**src/rtl/sram_bus_slave_pkg.sv**
```systemverilog
// sram_bus_slave_pkg: bus query request/response types and slave FSM state encoding
package sram_bus_slave_pkg;
  localparam int BUS_MAX_BEATS = 15;
  localparam int BEAT_W = $clog2(BUS_MAX_BEATS + 1);
  typedef enum logic [1:0] {SLV_IDLE, SLV_WR_DATA, SLV_WR_RESP, SLV_RD_DATA} bus_slave_state_t;
  typedef struct packed {
    logic              awvalid;
    logic [31:0]       awaddr;
    logic [BEAT_W-1:0] wlen;
    logic              wvalid;
    logic [31:0]       wdata;
    logic [3:0]        wstrb;
    logic              wlast;
    logic              bready;
    logic              arvalid;
    logic [31:0]       araddr;
    logic [BEAT_W-1:0] rlen;
    logic              rready;
  } bus_query_req_t;
  typedef struct packed {
    logic        awready;
    logic        wready;
    logic        bvalid;
    logic        rready;
    logic        rvalid;
    logic        rlast;
    logic [31:0] rdata;
  } bus_query_resp_t;
endpackage

```
**src/rtl/sram_bus_slave.sv**
```systemverilog
// sram_bus_slave: burst read/write bus slave driving a single-port synchronous SRAM
module sram_bus_slave
  import sram_bus_slave_pkg::*;
#(
  parameter int ADDR_W = 20
) (
  input  logic              clk,
  input  logic              rst,
  input  bus_query_req_t    req,
  output bus_query_resp_t   resp,
  output logic              sram_ce,
  output logic              sram_we,
  output logic [ADDR_W-1:0] sram_addr,
  output logic [3:0]        sram_be,
  output logic [31:0]       sram_wdata,
  input  logic [31:0]       sram_rdata
);
  bus_slave_state_t  state, state_n;
  logic [ADDR_W-1:0] addr, addr_n;
  logic [BEAT_W-1:0] len, len_n, cnt, cnt_n;
  logic              last;
  logic              unused_bits;
  assign unused_bits = ^{req.wlast, req.awaddr[31:ADDR_W+2], req.awaddr[1:0],
                         req.araddr[31:ADDR_W+2], req.araddr[1:0]};
  assign last = cnt == len;
  always_ff @(posedge clk or posedge rst) begin
    if (rst) begin
      state <= SLV_IDLE;
      addr  <= '0;
      len   <= '0;
      cnt   <= '0;
    end else begin
      state <= state_n;
      addr  <= addr_n;
      len   <= len_n;
      cnt   <= cnt_n;
    end
  end
  always_comb begin
    state_n    = state;
    addr_n     = addr;
    len_n      = len;
    cnt_n      = cnt;
    resp       = '0;
    sram_ce    = 1'b0;
    sram_we    = 1'b0;
    sram_addr  = addr;
    sram_be    = '0;
    sram_wdata = '0;
    case (state)
      SLV_IDLE: begin
        if (req.awvalid && req.wlen != '0) begin
          resp.awready = 1'b1;
          addr_n       = req.awaddr[ADDR_W+1:2];
          len_n        = req.wlen;
          cnt_n        = BEAT_W'(1);
          state_n      = SLV_WR_DATA;
        end else if (req.arvalid && req.rlen != '0) begin
          // first word is fetched in the accept cycle so data is ready one cycle later
          resp.rready = 1'b1;
          sram_ce     = 1'b1;
          sram_addr   = req.araddr[ADDR_W+1:2];
          addr_n      = req.araddr[ADDR_W+1:2];
          len_n       = req.rlen;
          cnt_n       = BEAT_W'(1);
          state_n     = SLV_RD_DATA;
        end
      end
      SLV_WR_DATA: begin
        resp.wready = req.wvalid;
        if (req.wvalid) begin
          sram_ce    = 1'b1;
          sram_we    = 1'b1;
          sram_be    = req.wstrb;
          sram_wdata = req.wdata;
          addr_n     = addr + 1'b1;
          cnt_n      = last ? cnt : cnt + 1'b1;
          state_n    = last ? SLV_WR_RESP : SLV_WR_DATA;
        end
      end
      SLV_WR_RESP: begin
        resp.bvalid = 1'b1;
        state_n     = req.bready ? SLV_IDLE : SLV_WR_RESP;
      end
      SLV_RD_DATA: begin
        // while stalled the SRAM is left idle so it keeps presenting the current word
        resp.rvalid = 1'b1;
        resp.rdata  = sram_rdata;
        resp.rlast  = last;
        if (req.rready) begin
          state_n = last ? SLV_IDLE : SLV_RD_DATA;
          if (!last) begin
            sram_ce   = 1'b1;
            sram_addr = addr + 1'b1;
            addr_n    = addr + 1'b1;
            cnt_n     = cnt + 1'b1;
          end
        end
      end
      default: state_n = SLV_IDLE;
    endcase
    if (rst) begin
      resp       = '0;
      sram_ce    = 1'b0;
      sram_we    = 1'b0;
      sram_addr  = '0;
      sram_be    = '0;
      sram_wdata = '0;
    end
  end
endmodule
```
**config.mk**
```make
export PLATFORM = sky130hd
export DESIGN_NAME = sram_bus_slave
export DESIGN_NICKNAME = d
export VERILOG_FILES = /design/src/rtl/sram_bus_slave_pkg.sv /design/src/rtl/sram_bus_slave.sv
export SDC_FILE = /design/constraint.sdc
export NUM_CORES = 1
export LEC_CHECK = 0
export ABC_AREA = 1
export BUFFER_PORTS_ARGS = -buffer_cell sky130_fd_sc_hd__buf_2
export CAP_MARGIN = 25
export CORE_MARGIN = 8
export CORE_UTILIZATION = 30
export DETAILED_ROUTE_END_ITERATION = 10
export PLACE_DENSITY_LB_ADDON = 0.05
export SLEW_MARGIN = 25
export SYNTH_ARGS = -nofsm -noshare
export SYNTH_HDL_FRONTEND = slang
export SYNTH_SLANG_ARGS = --single-unit
```
**constraint.sdc**
```tcl
create_clock -name clk -period 2.3 [get_ports clk]
set_clock_uncertainty 0.15 [all_clocks]
set_input_delay 0.115 -clock clk [delete_from_list [all_inputs] [get_ports clk]]
set_output_delay 0.115 -clock clk [all_outputs]
set_load 0.03 [all_outputs]
```
== Word level (Yosys, flattened, before mapping) ==
Cells that the tools add are included.

* Add/subtract/negate cells: 2
* Multipliers: 0
* Divide/modulo/power cells: 0
* Order comparisons: 0
* Equal/unequal tests: 7
* Shift-type cells: 0
* Multiplexer cells: 47
* Bitwise gates (word level): 0
* Reductions and logical operators: 11

{| class="wikitable"
|+ Operators with widths
! operator !! count
|-
| $mux 20 || 7
|-
| $mux 32 || 3
|-
| $pmux 20 s3 || 1
|-
| $mux 4 || 10
|-
| $pmux 20 s2 || 1
|-
| $mux 38 || 1
|-
| $mux 34 || 1
|-
| $add 20x1->20 const B || 1
|-
| $mux 2 || 7
|-
| $mux 1 || 13
|-
| $pmux 4 s3 || 1
|-
| $pmux 2 s4 || 1
|-
| $reduce_bool 4->1 || 2
|-
| $add 4x1->4 const B || 1
|-
| $eq 2x2->1 const B || 2
|-
| $eq 4x4->1 || 1
|-
| $ne 2x2->1 const B || 2
|-
| $reduce_and 2->1 || 2
|-
| $reduce_and 4->1 || 1
|-
| $ne 3x3->1 const B || 1
|-
| $pmux 1 s3 || 1
|-
| $reduce_and 3->1 || 1
|-
| $reduce_bool 3->1 || 1
|-
| $eq 2x1->1 const B || 1
|-
| 3 further kinds || 4
|}

* Flip-flop bits (word level): 30
* Latch bits: 0
* Bits in writable memories: 0
* ROM bits: 0
* Output and inout bits: 96
* Logic and storage cells: 71
* Memories kept: 0

== Logic depth before layout (Yosys ltp) ==
* Depth in word-level cells: 6
* Mapped depth: 13

== Worst setup path after synthesis ==
Ideal clock, no wire load.

* Path kind: register to output
* Start: register state[1]
* End: output sram_be[0]
* Arrival time: 2.343 ns
* Data required time: 2.035 ns
* Setup slack: -0.308 ns
* Stages on the path, launching flop included: 8
* Buffers on the path: 1
* Cell sequence: dfrtp_1 > inv_1 > ha_1 > nand2_1 > nor2_1 > clkinv_1 > clkbuf_1 > nor2_1

* Longest elaborated chain between the ends: 3

{| class="wikitable"
|+ Ends and longest elaborated chain
! what !! RTL line !! RTL
|-
| from (decl) || sram_bus_slave.sv:18 || <nowiki>bus_slave_state_t state, state_n;</nowiki>
|-
| from (signal assigned) || sram_bus_slave.sv:33 || <nowiki>state <= state_n;</nowiki>
|-
| $eq 2x1->1 || sram_bus_slave.sv:50 || <nowiki>case (state)</nowiki>
|-
| $mux 4 || sram_bus_slave.sv:50 ||
|-
| $mux 4 || sram_bus_slave.sv:102 || <nowiki>if (rst) begin</nowiki>
|-
| to (decl) || sram_bus_slave.sv:14 || <nowiki>output logic [3:0] sram_be,</nowiki>
|}

Every way passes these cells.

== Worst setup path after layout ==
* Start: register cnt[1]
* End: output sram_addr[7]

* Longest elaborated chain between the ends: 5

{| class="wikitable"
|+ Ends and longest elaborated chain
! what !! RTL line !! RTL
|-
| from (decl) || sram_bus_slave.sv:20 || <nowiki>logic [BEAT_W-1:0] len, len_n, cnt, cnt_n;</nowiki>
|-
| from (signal assigned) || sram_bus_slave.sv:36 || <nowiki>cnt <= cnt_n;</nowiki>
|-
| $eq 4x4->1 || sram_bus_slave.sv:25 || <nowiki>assign last = cnt == len;</nowiki>
|-
| $mux 20 || sram_bus_slave.sv:92 || <nowiki>if (!last) begin</nowiki>
|-
| $mux 20 || sram_bus_slave.sv:90 || <nowiki>if (req.rready) begin</nowiki>
|-
| $pmux 20 s2 || sram_bus_slave.sv:50 ||
|-
| $mux 20 || sram_bus_slave.sv:102 ||
|-
| to (decl) || sram_bus_slave.sv:13 || <nowiki>output logic [ADDR_W-1:0] sram_addr,</nowiki>
|}

Every way passes these cells.

==> report_table.html <==
<table>
<tr><th>Metric</th><th>Value</th></tr>
<tr><th colspan="2">Synth</th></tr>
<tr><td>Yosys top cell area share</td><td>0.204</td></tr>
<tr><td>Netlist area before placement</td><td>4370 um^2</td></tr>
<tr><td>Number of enable-type register cells in the synthesized netlist</td><td>0</td></tr>
<tr><td>Most common cell in the netlist</td><td>sky130_fd_sc_hd__nand2_1</td></tr>
<tr><td>Warning count from the yosys run</td><td>0</td></tr>
<tr><td>Number of distinct library cells after synthesis</td><td>34</td></tr>
<tr><td>#FFs+latches synth</td><td>30</td></tr>
<tr><td>Cell count after synthesis</td><td>846</td></tr>
<tr><td>Most used DFF post-synth</td><td>sky130_fd_sc_hd__dfrtp_1</td></tr>
<tr><td>Post-synthesis cell type with the largest combined area</td><td>sky130_fd_sc_hd__nand2_1</td></tr>
<tr><td>Most common library cells after synthesis</td><td>237 x sky130_fd_sc_hd__nand2_1, 151 x sky130_fd_sc_hd__nor2_1, 114 x sky130_fd_sc_hd__inv_1</td></tr>
<tr><td>Avg Inst Size Synth</td><td>5.17 um^2</td></tr>
<tr><td>Cell types occupying the most area after synthesis</td><td>sky130_fd_sc_hd__nand2_1 20%, sky130_fd_sc_hd__dfrtp_1 17%, sky130_fd_sc_hd__nor2_1 13%</td></tr>
<tr><td>Number of nets in the synthesized netlist</td><td>1001</td></tr>
<tr><td>Async set or reset register ratio after synthesis</td><td>1.00</td></tr>
<tr><td>Part of the Yosys area used for sequential elements</td><td>0.172</td></tr>
<tr><th colspan="2">Clock network</th></tr>
<tr><td>Insertion delay to the later sink of the worst-skew pair</td><td>0.28 ns</td></tr>
<tr><td>CTS Sinks</td><td>30</td></tr>
<tr><td>Clock-pin slew on the worst setup and hold paths</td><td>0.06 ns</td></tr>
<tr><td>Root buffer cell</td><td>sky130_fd_sc_hd__clkbuf_16</td></tr>
<tr><td>TritonCTS clock tree</td><td>done</td></tr>
<tr><td>Number of H-tree levels</td><td>2</td></tr>
<tr><td>Longest Clk Path Bufs</td><td>2</td></tr>
<tr><td>Number of buffers added by the clock tree synthesis step</td><td>5</td></tr>
<tr><th colspan="2">Timing</th></tr>
<tr><td>Final hold slack</td><td>0.0274 ns</td></tr>
<tr><td>Final-report setup violation count</td><td>0</td></tr>
<tr><td>Final worst path period need</td><td>2.22 ns</td></tr>
<tr><td>Worst slew margin relative to its limit</td><td>0.672</td></tr>
<tr><td>Count of final hold-check violations</td><td>0</td></tr>
<tr><td>Highest Clock Rate</td><td>451 MHz</td></tr>
<tr><td>Final Cycle Share</td><td>0.964</td></tr>
<tr><td>Number of pins with negative max-slew slack in the final report</td><td>0</td></tr>
<tr><td>Worst-Margin Slew</td><td>0.490 ns</td></tr>
<tr><th colspan="2">Pwr</th></tr>
<tr><td>Worst vdd ir</td><td>0.581 mV</td></tr>
<tr><td>Pwr Density</td><td>1360 nW/um^2</td></tr>
<tr><td>Leak pwr</td><td>3.66 nW</td></tr>
<tr><th colspan="2">Hold path</th></tr>
<tr><td>Hold path depth</td><td>5</td></tr>
<tr><td>Startpoint of the lowest-slack hold path</td><td>req[3]</td></tr>
<tr><td>Kind of path behind the tightest hold check</td><td>in -&gt; reg</td></tr>
<tr><td>Hold endpoint</td><td>len[2]$_DFFE_PP0P_</td></tr>
<tr><th colspan="2">Worst setup path</th></tr>
<tr><td>CP most frequent cell</td><td>sky130_fd_sc_hd__nand2_1</td></tr>
<tr><td>Max FO, Critical Path</td><td>8</td></tr>
<tr><td>Cell with the largest stage delay on the worst path</td><td>sky130_fd_sc_hd__dfrtp_1</td></tr>
<tr><td>Longest individual stage delay on the worst path</td><td>0.40 ns</td></tr>
<tr><td>Critical path data arrival time</td><td>1.95 ns</td></tr>
<tr><td>Startpoint of the worst register-to-register path</td><td>state[0]$_DFFE_PP0P_</td></tr>
<tr><td>Worst r2r path cells</td><td>9</td></tr>
<tr><td>Family with the most delay on the worst path</td><td>simple AND/OR/NAND/NOR gates</td></tr>
<tr><td>Critical Path, Cell by Cell</td><td>inv_1 -&gt; nand2_1 -&gt; nand2_1 -&gt; nor2_4 -&gt; nand2_4 -&gt; nand2_8 -&gt; buf_6 -&gt; a21oi_1 -&gt; nand2_1 -&gt; a21oi_1 -&gt; buf_2</td></tr>
<tr><td>Setup crit end kind</td><td>primary output</td></tr>
<tr><td>Data required time of the worst path</td><td>2.04 ns</td></tr>
<tr><td>Reg-to-reg setup timing slack</td><td>0.26 ns</td></tr>
<tr><td>Kind of start point of the critical path</td><td>flop</td></tr>
<tr><td>Classification of the worst setup path</td><td>reg -&gt; out</td></tr>
<tr><td>End of the worst register-to-register path</td><td>addr[8]$_DFFE_PP0P_</td></tr>
<tr><td>Number of buffer and inverter stages on the critical path</td><td>3</td></tr>
<tr><th colspan="2">Placement</th></tr>
<tr><td>Placed instance area</td><td>5740 um^2</td></tr>
<tr><td># port buffers</td><td>218</td></tr>
<tr><td>Global placer's final weighted congestion</td><td>0.837</td></tr>
<tr><td>HPWL after detailed placement</td><td>14.4 mm</td></tr>
<tr><th colspan="2">Routing</th></tr>
<tr><td>Wire length after detailed routing</td><td>18.5 mm</td></tr>
<tr><td>Number of nets still failing antenna checks after routing</td><td>0</td></tr>
<tr><td>Detailed-route via count</td><td>5822</td></tr>
<tr><td>Ratio of routed vias to standard cells</td><td>4.60</td></tr>
<tr><td>Iter 0 DRT Violations</td><td>332</td></tr>
<tr><td>Wire length per cell</td><td>14.6 um</td></tr>
<tr><td>First drt pass iteration count</td><td>5</td></tr>
<tr><td>Residual DRC</td><td>0</td></tr>
<tr><th colspan="2">Layout</th></tr>
<tr><td>Number of nets in the finished design</td><td>1234</td></tr>
<tr><td>Area added between synthesis and finish</td><td>44.3%</td></tr>
<tr><td>Design Area, Final</td><td>6300 um^2</td></tr>
<tr><td>Proportion of layout cells with a drive suffix above 1</td><td>0.319</td></tr>
<tr><th colspan="2">Run status</th></tr>
<tr><td>Status</td><td>complete, no violations</td></tr>
<tr><th colspan="2">Die</th></tr>
<tr><td>FP Rows</td><td>44</td></tr>
<tr><td>Die Footprint</td><td>18700 um^2</td></tr>
<tr><td>Die Y</td><td>137 um</td></tr>
<tr><td>Total core area</td><td>14400 um^2</td></tr>
<tr><td>I/O pin count</td><td>244</td></tr>
<tr><td>Horizontal die dimension</td><td>137 um</td></tr>
<tr><td>Initial Util</td><td>0.304</td></tr>
<tr><th colspan="2">Flow run</th></tr>
<tr><td>Total of max-cap violations</td><td>0</td></tr>
<tr><th colspan="2">Global route</th></tr>
<tr><td>Via count of the first global-routing pass</td><td>5546</td></tr>
<tr><td>Antenna violations before repair</td><td>1</td></tr>
<tr><td>GR Util All Layers</td><td>0.188</td></tr>
<tr><td>Pin count of the biggest net entering global routing</td><td>37</td></tr>
<tr><td>Gr ovfl total</td><td>0</td></tr>
<tr><td>Wire length of the first global-routing pass</td><td>28.2 mm</td></tr>
</table>
## flip-flops by register name, summed over array words and instances, names as in the netlist
name   count
len        4
cnt        4
addr      20
state      2
## timing repair
action                     4_1_cts  5_1_grt
hold buffers                     5        0
gates cloned                     0        0
buffers inserted                 5       11
hold endpoints to repair         3        0
pin swaps                        1       13
resized for setup                7       79
setup endpoints to repair       44       58
## metal layers
metal / vias up / wire length [um] / GRT usage
met4: 0 / 150 / 0.0317
met5: - / 0 / 0
met3: 9 / 1470 / 0.0518
met2: 187 / 8850 / 0.319
li1: 3102 / - / -
met1: 2524 / 8030 / 0.234
## cells in the final DEF (no fill, tap or decap), types with 9 or more instances in the layout
cell	netlist	routed
sky130_fd_sc_hd__dfrtp_2	0	11
sky130_fd_sc_hd__inv_2	5	9
sky130_fd_sc_hd__nand2_1	237	229
sky130_fd_sc_hd__o21ai_0	82	81
sky130_fd_sc_hd__inv_1	114	110
sky130_fd_sc_hd__buf_2	8	201
sky130_fd_sc_hd__nor2_1	151	148
sky130_fd_sc_hd__nand3_1	53	49
sky130_fd_sc_hd__dfrtp_1	30	19
sky130_fd_sc_hd__buf_4	6	49
sky130_fd_sc_hd__nand2_2	8	13
sky130_fd_sc_hd__a21oi_1	63	55
## per-stage QoR
step                      TNS (ns)  power (mW)  worst slack (ns)  std cells   util
final                            0        8.59            0.0834       1266  0.439
after global routing       -0.0677        9.47           -0.0208       1265  0.439
after CTS                        0        8.12           0.00276       1253  0.417
after detailed placement         0        7.31             0.158       1235  0.399
after global placement           0        7.31             0.183       1235  0.399
after floorplan              -2.12        5.50           -0.0707        846      -
## cell families after synthesis
family,count (synthesis),share of synthesized area
compound gates,161,0.189
xor+xnor,5,0.0100
fa+ha+maj,7,0.0200
buf+inv,167,0.158
flops,30,0.172
simple gates,476,0.451
## final cells by class
type,instances,area (um^2)
diodes,2,5.00
clock buffers,6,139
clock inverters,2,12.5
fillers,1626,8060
inverters,123,467
multi-input cells,649,3070
flip-flops and latches,30,764
well taps,184,230
repair buffers,270,1620
## worst min-delay path, cell delays in order
cell                      delay, ns
sky130_fd_sc_hd__buf_2         0.09
sky130_fd_sc_hd__nand2_1       0.04
sky130_fd_sc_hd__o21ai_0       0.06
sky130_fd_sc_hd__nand2_1       0.05
sky130_fd_sc_hd__o21ai_0       0.06
## report_power, final
group          leakage [nW]  switching [mW]  internal, mW
logic                  3.26            4.36          2.35
registers             0.330           0.363         0.814
clock network        0.0729           0.270         0.429
## how the worst max path moves through the flow
stage                                    start              endpoint  slack (ns)  depth (start not counted)
after floorplan           state[1]$_DFFE_PP0P_            sram_be[0]       -0.07                          7
after global placement    state[1]$_DFFE_PP0P_  state[0]$_DFFE_PP0P_        0.18                          8
after detailed placement  state[1]$_DFFE_PP0P_        sram_wdata[23]        0.16                          8
after CTS                  addr[0]$_DFFE_PP0P_         sram_addr[10]       0.003                         12
after global routing       addr[0]$_DFFE_PP0P_         sram_addr[10]       -0.02                         12
final                       cnt[1]$_DFFE_PP0P_          sram_addr[7]        0.08                         11
Power figures use the tool's default switching activity.
